## config.mk

```make
export PLATFORM = sky130hd
export DESIGN_NAME = wca_rbus_fifo_sched
export DESIGN_NICKNAME = d
export VERILOG_FILES = /design/src/rtl/wca_rbus_pkg.sv /design/src/rtl/wca_rr_arbiter.sv /design/src/rtl/wca_rbus_fifo_sched.sv
export SDC_FILE = /design/constraint.sdc
export NUM_CORES = 1
export LEC_CHECK = 0
export ABC_AREA = 0
export CORE_MARGIN = 3
export CORE_UTILIZATION = 54
export CTS_CLUSTER_SIZE = 24
export DETAILED_ROUTE_END_ITERATION = 8
export MAX_ROUTING_LAYER = met4
export PLACE_DENSITY = 0.86
export SYNTH_ARGS = -nofsm -noshare
export SYNTH_HDL_FRONTEND = slang
export SYNTH_HIERARCHICAL = 1
export SYNTH_SLANG_ARGS = --single-unit
```

## constraint.sdc

```tcl
create_clock -name clock -period 3.8 [get_ports clock]
set_input_delay 1.14 -clock clock [delete_from_list [all_inputs] [get_ports clock]]
set_output_delay 1.14 -clock clock [all_outputs]
set_load 0.01 [all_outputs]
```

## src/rtl/wca_rbus_pkg.sv

```systemverilog
// Shared definitions for rbus masters: control-word bit positions and the
// scheduler state encoding.
package wca_rbus_pkg;

    localparam int RBUS_CLK      = 0;
    localparam int RBUS_STB      = 1;
    localparam int RBUS_WE       = 2;
    localparam int RBUS_RE       = 3;
    localparam int RBUS_ADDR_LSB = 4;
    localparam int RBUS_ADDR_MSB = 11;

    typedef enum logic [2:0] {
        ST_IDLE   = 3'd0,
        ST_ARB    = 3'd1,
        ST_SETUP  = 3'd2,
        ST_STROBE = 3'd3,
        ST_DRAIN  = 3'd4,
        ST_HOLD   = 3'd5
    } sched_state_t;

    // Read-only master: writeEnable and clkbus are always driven low here.
    function automatic logic [11:0] rbus_pack(input logic [7:0] addr,
                                              input logic re,
                                              input logic stb);
        logic [11:0] ctrl;
        ctrl = '0;
        ctrl[RBUS_ADDR_MSB:RBUS_ADDR_LSB] = addr;
        ctrl[RBUS_RE]  = re;
        ctrl[RBUS_STB] = stb;
        return ctrl;
    endfunction

endpackage

```

## src/rtl/wca_rr_arbiter.sv

```systemverilog
// Combinational rotate-priority arbiter: first request at index >= ptr,
// wrapping from NCH-1 back to 0.
module wca_rr_arbiter #(
    parameter int NCH = 4,
    localparam int IW = (NCH > 1) ? $clog2(NCH) : 1
) (
    input  logic [NCH-1:0] req,
    input  logic [IW-1:0]  ptr,
    output logic [NCH-1:0] onehot,
    output logic [IW-1:0]  idx,
    output logic           any
);

    int j;

    always_comb begin
        onehot = '0;
        idx    = '0;
        any    = 1'b0;
        j      = 0;
        for (int k = 0; k < NCH; k++) begin
            j = int'(ptr) + k;
            if (j >= NCH) j = j - NCH;
            if (!any && req[j]) begin
                any       = 1'b1;
                idx       = IW'(j);
                onehot[j] = 1'b1;
            end
        end
    end

endmodule

```

## src/rtl/wca_rbus_fifo_sched.sv

```systemverilog
// Round-robin rbus master draining byte-wide read FIFOs into a channel-tagged
// 32-bit word stream.
module wca_rbus_fifo_sched
    import wca_rbus_pkg::*;
#(
    parameter int NCH       = 4,
    parameter int BASE_ADDR = 0,
    parameter int BURST     = 4,
    parameter int RD_LAT    = 1
) (
    input  logic           clock,
    input  logic           reset_n,
    input  logic           enable,
    input  logic [NCH-1:0] chan_mask,
    input  logic [NCH-1:0] chan_empty,
    output logic [11:0]    rbus_ctrl,
    input  logic [7:0]     rbus_data,
    output logic [31:0]    word_out,
    output logic [3:0]     word_chan,
    output logic           word_valid,
    input  logic           word_ready,
    output logic           busy,
    output logic [NCH-1:0] grant
);

    localparam int IW = (NCH > 1) ? $clog2(NCH) : 1;

    sched_state_t      state_reg, state_next;
    logic [IW-1:0]     rr_ptr_reg, rr_ptr_next;
    logic [IW-1:0]     chan_reg, chan_next;
    logic [NCH-1:0]    grant_reg, grant_next;
    logic [7:0]        wcnt_reg, wcnt_next;
    logic [1:0]        bcnt_reg, bcnt_next;
    logic [1:0]        ccnt_reg;
    logic [RD_LAT-1:0] stb_pipe_reg;
    logic [31:0]       word_reg;

    logic [NCH-1:0]    req;
    logic [NCH-1:0]    arb_onehot;
    logic [IW-1:0]     arb_idx;
    logic              arb_any;
    logic              re, stb, capture, more;

    assign req     = {NCH{enable}} & chan_mask & ~chan_empty;
    assign capture = stb_pipe_reg[RD_LAT-1];
    assign more    = ({1'b0, wcnt_reg} + 9'd1) < 9'(BURST);

    wca_rr_arbiter #(.NCH(NCH)) u_arb (
        .req    (req),
        .ptr    (rr_ptr_reg),
        .onehot (arb_onehot),
        .idx    (arb_idx),
        .any    (arb_any)
    );

    always_comb begin
        state_next  = state_reg;
        rr_ptr_next = rr_ptr_reg;
        chan_next   = chan_reg;
        grant_next  = grant_reg;
        wcnt_next   = wcnt_reg;
        bcnt_next   = bcnt_reg;
        re          = 1'b0;
        stb         = 1'b0;
        case (state_reg)
            ST_IDLE: begin
                if (|req) state_next = ST_ARB;
            end
            ST_ARB: begin
                if (arb_any) begin
                    chan_next   = arb_idx;
                    grant_next  = arb_onehot;
                    rr_ptr_next = (arb_idx == IW'(NCH - 1)) ? '0 : arb_idx + 1'b1;
                    wcnt_next   = '0;
                    state_next  = ST_SETUP;
                end else begin
                    state_next  = ST_IDLE;
                end
            end
            ST_SETUP: begin
                re         = 1'b1;
                bcnt_next  = '0;
                state_next = ST_STROBE;
            end
            ST_STROBE: begin
                re        = 1'b1;
                stb       = 1'b1;
                bcnt_next = bcnt_reg + 1'b1;
                if (bcnt_reg == 2'd3) state_next = ST_DRAIN;
            end
            ST_DRAIN: begin
                re = 1'b1;
                if (capture && ccnt_reg == 2'd3) state_next = ST_HOLD;
            end
            ST_HOLD: begin
                // Eligibility is re-sampled only here, once the word is whole,
                // so a dropped enable/mask never truncates a word.
                if (word_ready) begin
                    wcnt_next = wcnt_reg + 1'b1;
                    if (more && req[chan_reg]) begin
                        state_next = ST_SETUP;
                    end else begin
                        state_next = ST_IDLE;
                        grant_next = '0;
                    end
                end
            end
            default: begin
                state_next = ST_IDLE;
                grant_next = '0;
            end
        endcase
    end

    always_ff @(posedge clock or negedge reset_n) begin
        if (!reset_n) begin
            state_reg    <= ST_IDLE;
            rr_ptr_reg   <= '0;
            chan_reg     <= '0;
            grant_reg    <= '0;
            wcnt_reg     <= '0;
            bcnt_reg     <= '0;
            ccnt_reg     <= '0;
            stb_pipe_reg <= '0;
            word_reg     <= '0;
        end else begin
            state_reg  <= state_next;
            rr_ptr_reg <= rr_ptr_next;
            chan_reg   <= chan_next;
            grant_reg  <= grant_next;
            wcnt_reg   <= wcnt_next;
            bcnt_reg   <= bcnt_next;
            for (int k = RD_LAT - 1; k > 0; k--) stb_pipe_reg[k] <= stb_pipe_reg[k-1];
            stb_pipe_reg[0] <= stb;
            if (state_reg == ST_SETUP) ccnt_reg <= '0;
            else if (capture)          ccnt_reg <= ccnt_reg + 1'b1;
            // Shift-in leaves the first captured byte in the MSB after four captures.
            if (capture) word_reg <= {word_reg[23:0], rbus_data};
        end
    end

    assign rbus_ctrl  = rbus_pack(re ? 8'(BASE_ADDR) + 8'(chan_reg) : 8'h00, re, stb);
    assign word_out   = word_reg;
    assign word_chan  = 4'(chan_reg);
    assign word_valid = (state_reg == ST_HOLD);
    assign busy       = (state_reg != ST_IDLE);
    assign grant      = grant_reg;

endmodule

```

==> metrics.cfg, run 1 <==
[detailed_routing]
drt-total-wl_um=6259
post_drt_wl_per_cell_um=15.49
routed_via_density=5.616
antenna_left=0
drt_iter0_markers=107
drtPass1Iterations=4
drc=0
vias=2269

[layout]
multiInputGateArea_um2=1555
largest_register_ffs=32
drive_gt1_frac=0.1837
num_antenna_cells=0
seq_area_um2=1401
fin_util=0.6886
postLayoutCellArea_um2=3815
layout.filler_cells=439
nNetsFinal=363
syn_to_final_growth_pct=22.60

[die]
core_um2=5540
die_h_um=81.91
die_x_um=81.91
dieArea_um2=6709
ioPinCount=74
fp-row-count=27
start_util=0.5617

[timing]
hold_viol_final=0
setup_ws_ps=321.5
slew_violations=0
fin_tns_setup_ps=0
worstMarginPinSlew_ps=692.9
worst_hold_slack_ps=495.5
fmax_mhz=287.5
skew_ps=8.740
slew_headroom=0.5381
post-route-period-util=0.9154
setup_violations=0
rsz0062_at_grt=no
layout_min_cycle_time_ps=3478

[logic_synthesis]
ys_seq_elements=56
synthTopCellsByArea=dfrtp_1 45%, mux2_2 13%, ha_1 4.8%
synth.distinct_cells=51
yosys.area.top_type_share=0.4503
synth-main-ff-cell=dfrtp_1
seq_area_frac_synth=0.4503
yosysTopAreaCell=dfrtp_1
synth_fa_ha_area_frac=0.04825
async_reset_ff_frac=1.000
synth_edf_count=0
synth_xor_area_frac=0.01367
synth_compound_area_frac=0.1186
synthSimpleGateAreaFrac=0.1311
syn-instance-count=273
synth_top_family_by_area=multiplexers
avgSynthCellArea_um2=11.40
yosysWarnings=6
synth_area_um2=3112
synthMuxAreaShare=0.1761

[clock_network]
cts_tree=yes
htreeDepth=2
clkLatencyLatePin_ps=310
cts-buffers-inserted=5
post_cts.repair.setup_buffers=0
holdBufCountCts=0
cts_max_path_buffers=2
path_clk_slew_ps=100
clockRootBuffer=clkbuf_8
cts_resized=0
clock-sinks=56

[place]
post_dp_cell_area_um2=3729
gp_congestion=0.7669
io_buffers=63
place_ws_ps=4.590
hpwlAfterDp_um=4661

[worst_setup_path]
cp_max_fo=6
worst-setup-path-type=in2reg
crit_family=simple AND/OR/NAND/NOR gates
cp_cell_sequence=clkdlybuf4s50_1, nor2b_1, and2_1, mux4_1, nor3_1, nand2b_1, a22o_1, a22o_1, o31ai_4, a22o_1
cp_num_buf_inv=1
worstPathRequired_ps=4050
crit_top_cell=a22o_1
cp_slowest_cell=mux4_1
crit_path_end_kind=register
start_kind=input pin
max_stage_delay_ps=640
cp.arrival_ps=3730
r2r-start=rr_ptr_reg[0]
startpoint=chan_mask[2]

[job]
maxCapViolations=0

[grt]
grt-ovfl-total=0
grt_pass1_wl_um=10270
antenna_found_initial=0
grt_max_degree=57
first_global_vias=2191
grt_use_total=0.1998

[power_and_ir_drop]
ir_worst_vdd_uv=521.6
p_per_area_nw_per_um2=716.3
p_leak_nw=1.654

[outcome]
status=complete, no violations

[hold_path]
min_from=bcnt_reg[1]
min_path_type=reg2reg

-- layout by cell type (no fill, tap or decap), drive strengths merged, types with 7 or more instances in the layout --
master	count
a22oi	9
and2	7
nor2	13
conb	10
nand2	21
clkdlybuf4s50	62
ha	12
o21ai	22
mux2	35
inv	8
nand3	10
dfrtp	56
-- worst paths after layout --
path / endpoint / slack (ps) / cells after the start
worst max register to register: grant[2] / 780 / 9
worst min-delay path: bcnt_reg[1] / 500 / 2
min in group asynchronous: bcnt_reg[1] / 950 / 2
worst max-delay path: grant[2] / 320 / 10
max in group asynchronous: wcnt_reg[4] / 2390 / 2
worst min register to register: bcnt_reg[1] / 500 / 2
-- area by class of cell --
| cell class | instances | area share |
|---|---|---|
| clock buffer | 6 | 0.01902 |
| clock inverter | 2 | 0.003608 |
| inverter | 7 | 0.006888 |
| multi-input combinational | 194 | 0.4077 |
| sequential | 56 | 0.3673 |
| tap | 72 | 0.02361 |
| timing repair buffer | 67 | 0.1719 |
-- synthesized netlist by cell type, types with 6 or more instances --
cell type and count:
o21ai_0 9, o21ai_1 13, nor2_1 13, inv_1 7, ha_1 12, nand3_1 9
dfrtp_1 56, clkbuf_1 6, a22oi_1 8, mux2_2 35, a22o_1 6, buf_4 13
and2_1 7, nand2_1 21
-- worst min-delay path: stages (launching register included) --
cell     delay (ps)
dfrtp_1         360
nand2_1          50
o21ai_0          60
-- through the flow --
step	power (mW)	instances
final	2.732	404
after detailed placement	2.431	396
after CTS	2.757	404
after floorplan	1.837	282
after global placement	2.371	396
after global routing	2.924	404
-- metal layers --
layer  GRT usage  vias up  part of all wire
met4     0.04651        0             0.010
li1            -     1078                 -
met3     0.04715        8             0.054
met2      0.3368       63              0.50
met1      0.2435     1120              0.43
met5           -        -                 0
-- kinds of logic after synthesis --
logic type,Yosys count
xor gates and xnor gates,4
AOI/OAI and AO/OA,51
muxes,43
adders and majority gates,12
and+or+nand+nor,74
buffers and inverters,32
other,1
DFF,56
-- power breakdown --
group          internal, mW  switching (mW)
logic                 0.779           0.571
registers             0.833           0.224
clock network         0.132           0.193
No activity file was read; power rests on OpenSTA's default activity.
==> run 2: changes to the inputs <==
--- a/config.mk
+++ b/config.mk
@@ -7,11 +7,13 @@
 export LEC_CHECK = 0
 export ABC_AREA = 0
 export CORE_MARGIN = 3
-export CORE_UTILIZATION = 54
+export CORE_UTILIZATION = 60
 export CTS_CLUSTER_SIZE = 24
 export DETAILED_ROUTE_END_ITERATION = 8
+export DONT_BUFFER_PORTS = 1
+export HOLD_SLACK_MARGIN = 0.05
 export MAX_ROUTING_LAYER = met4
-export PLACE_DENSITY = 0.86
+export PLACE_DENSITY = 0.76
 export SYNTH_ARGS = -nofsm -noshare
 export SYNTH_HDL_FRONTEND = slang
 export SYNTH_HIERARCHICAL = 1
==> run 2 against run 1 <==
Total power down 16%. Worst hold slack improved by 10 ps. Fmax grew 5.6%. Sequential cell count unchanged. Highest routed layer unchanged. Final cell count decreased by 18%. Via count decreased by 11%. Worst setup slack improved by 190 ps. Sequential share of layout area grew 7.6 points.
==> metrics.cfg, run 2 (synthesized netlist as in run 1, its figures left out) <==
[worst_setup_path]
cp_max_fo=13
cp.arrival_ps=3470
crit_path_end_kind=register
worst-setup-path-type=in2reg
start_kind=input pin
r2r_end=wcnt_reg[2]
r2r_cells=10
r2r-start=rr_ptr_reg[0]
worstPathRequired_ps=3980
r2r_slack_ps=710

[detailed_routing]
vias=2016
drt_iter0_markers=119
post_drt_wl_per_cell_um=16.99
drtPass1Iterations=4
drc=0
antenna_left=0
routed_via_density=6.054
drt-total-wl_um=5657

[grt]
first_global_vias=1987
grt_pass1_wl_um=9625
grt_max_degree=57
grt-ovfl-total=0
antenna_found_initial=0
grt_use_total=0.2023

[timing]
setup_ws_ps=506.9
slew_violations=0
fin_tns_setup_ps=0
slew_headroom=0.6125
worstMarginPinSlew_ps=578.1
skew_ps=8.647
layout_min_cycle_time_ps=3293
rsz0062_at_grt=no
hold_viol_final=0
post-route-period-util=0.8666
worst_hold_slack_ps=505.5
setup_violations=0
fmax_mhz=303.7

[power_and_ir_drop]
internal_power_mw=1.378
netSwitchingPower_mw=0.9119
p_leak_nw=1.398
ir_worst_vdd_uv=448.1
p_seq_frac=0.515
comb_power_share=0.344
switching_share=0.3983
p_per_area_nw_per_um2=723.5
pwr-share-clk=0.141
p_total_mw=2.289

[clock_network]
clkLatencyLatePin_ps=310
holdBufCountCts=0
clockRootBuffer=clkbuf_8
post_cts.repair.setup_buffers=0
cts_resized=0
htreeDepth=2
clock-sinks=56
cts-buffers-inserted=5
cts_max_path_buffers=2
cts_tree=yes
path_clk_slew_ps=100

[layout]
postLayoutCellArea_um2=3164
most-common-layout-cells=56 x dfrtp_1, 35 x mux2_2, 21 x nand2_1
num_antenna_cells=0
syn_to_final_growth_pct=1.689
nNetsFinal=297
drive_gt1_frac=0.2180
final_common_cell=dfrtp_1
largest_register_ffs=32
layout.filler_cells=392

[die]
start_util=0.6377
die_h_um=78.02
core_um2=4880
dieArea_um2=6086
fp-row-count=25
ioPinCount=74
die_x_um=78.02

[place]
hpwlAfterDp_um=4113
io_buffers=0
post_dp_cell_area_um2=3074
gp_congestion=0.8145
place_ws_ps=275.4

[job]
maxCapViolations=0

[hold_path]
min_path_type=in2async

[outcome]
status=complete, no violations

run 2: cell count changes in the layout (fill, tap and decap cells not counted):
| cell | previous run | this run |
|---|---|---|
| clkdlybuf4s50_1 | 62 | 0 |
| buf_4 | 4 | 1 |
| buf_2 | 1 | 0 |
| clkbuf_1 | 1 | 0 |
| clkinvlp_4 | 0 | 1 |
run 2: cell type report:
type	instances	area [um2]	share of cell area
multi-input combinational	194	1555	0.4915
sequential	56	1401	0.4429
tap	67	83.83	0.02649
clock buffer	5	68.82	0.02175
inverter	7	26.28	0.008304
clock inverter	3	21.27	0.006722
timing repair buffer	1	7.507	0.002372
run 2: power by group through the flow:
| stage | combinational, mW | clock [mW] | sequential (mW) |
|---|---|---|---|
| after detailed placement | 0.788 | 0 | 1.20 |
| after global placement | 0.763 | 0 | 1.19 |
| after CTS | 0.790 | 0.335 | 1.19 |
| after global routing | 0.881 | 0.359 | 1.22 |
| after floorplan | 0.756 | 0 | 1.08 |
| final | 0.788 | 0.323 | 1.18 |
run 2: stage by stage:
step / cells / util
floorplan: 282 / -
global placement: 325 / 0.6300
detailed placement: 325 / 0.6300
CTS: 333 / 0.6485
global route: 333 / 0.6485
finish: 333 / 0.6485
run 2: worst max-delay path: stages:
cell and delay, ps:
nor2b_1 230, and2_1 250, mux4_1 530, nor3_1 150, nand2b_1 160, nand2_1 100
nor3_2 470, a21oi_2 140, o21ai_1 190, o21ai_1 100
run 2: worst max-delay path by stage:
stage                 start       endpoint  slack [ps]  cells past startpoint
2_1_floorplan  chan_mask[2]  rr_ptr_reg[0]         610                      8
3_3_place_gp   chan_mask[2]  rr_ptr_reg[0]         310                      8
3_5_place_dp   chan_mask[2]  rr_ptr_reg[0]         280                      8
4_1_cts        chan_mask[3]    wcnt_reg[2]         570                     10
5_1_grt        chan_mask[2]    wcnt_reg[2]         270                     10
6_report       chan_mask[3]    wcnt_reg[2]         510                     10
run 2: metal layers:
metal  up-vias  track usage  wire (um)
met1      1006       0.2658       2413
li1        943            -          -
met2        58       0.3159       2862
met3         9      0.05046        308
met4         0      0.05769         72
met5         -            -          0
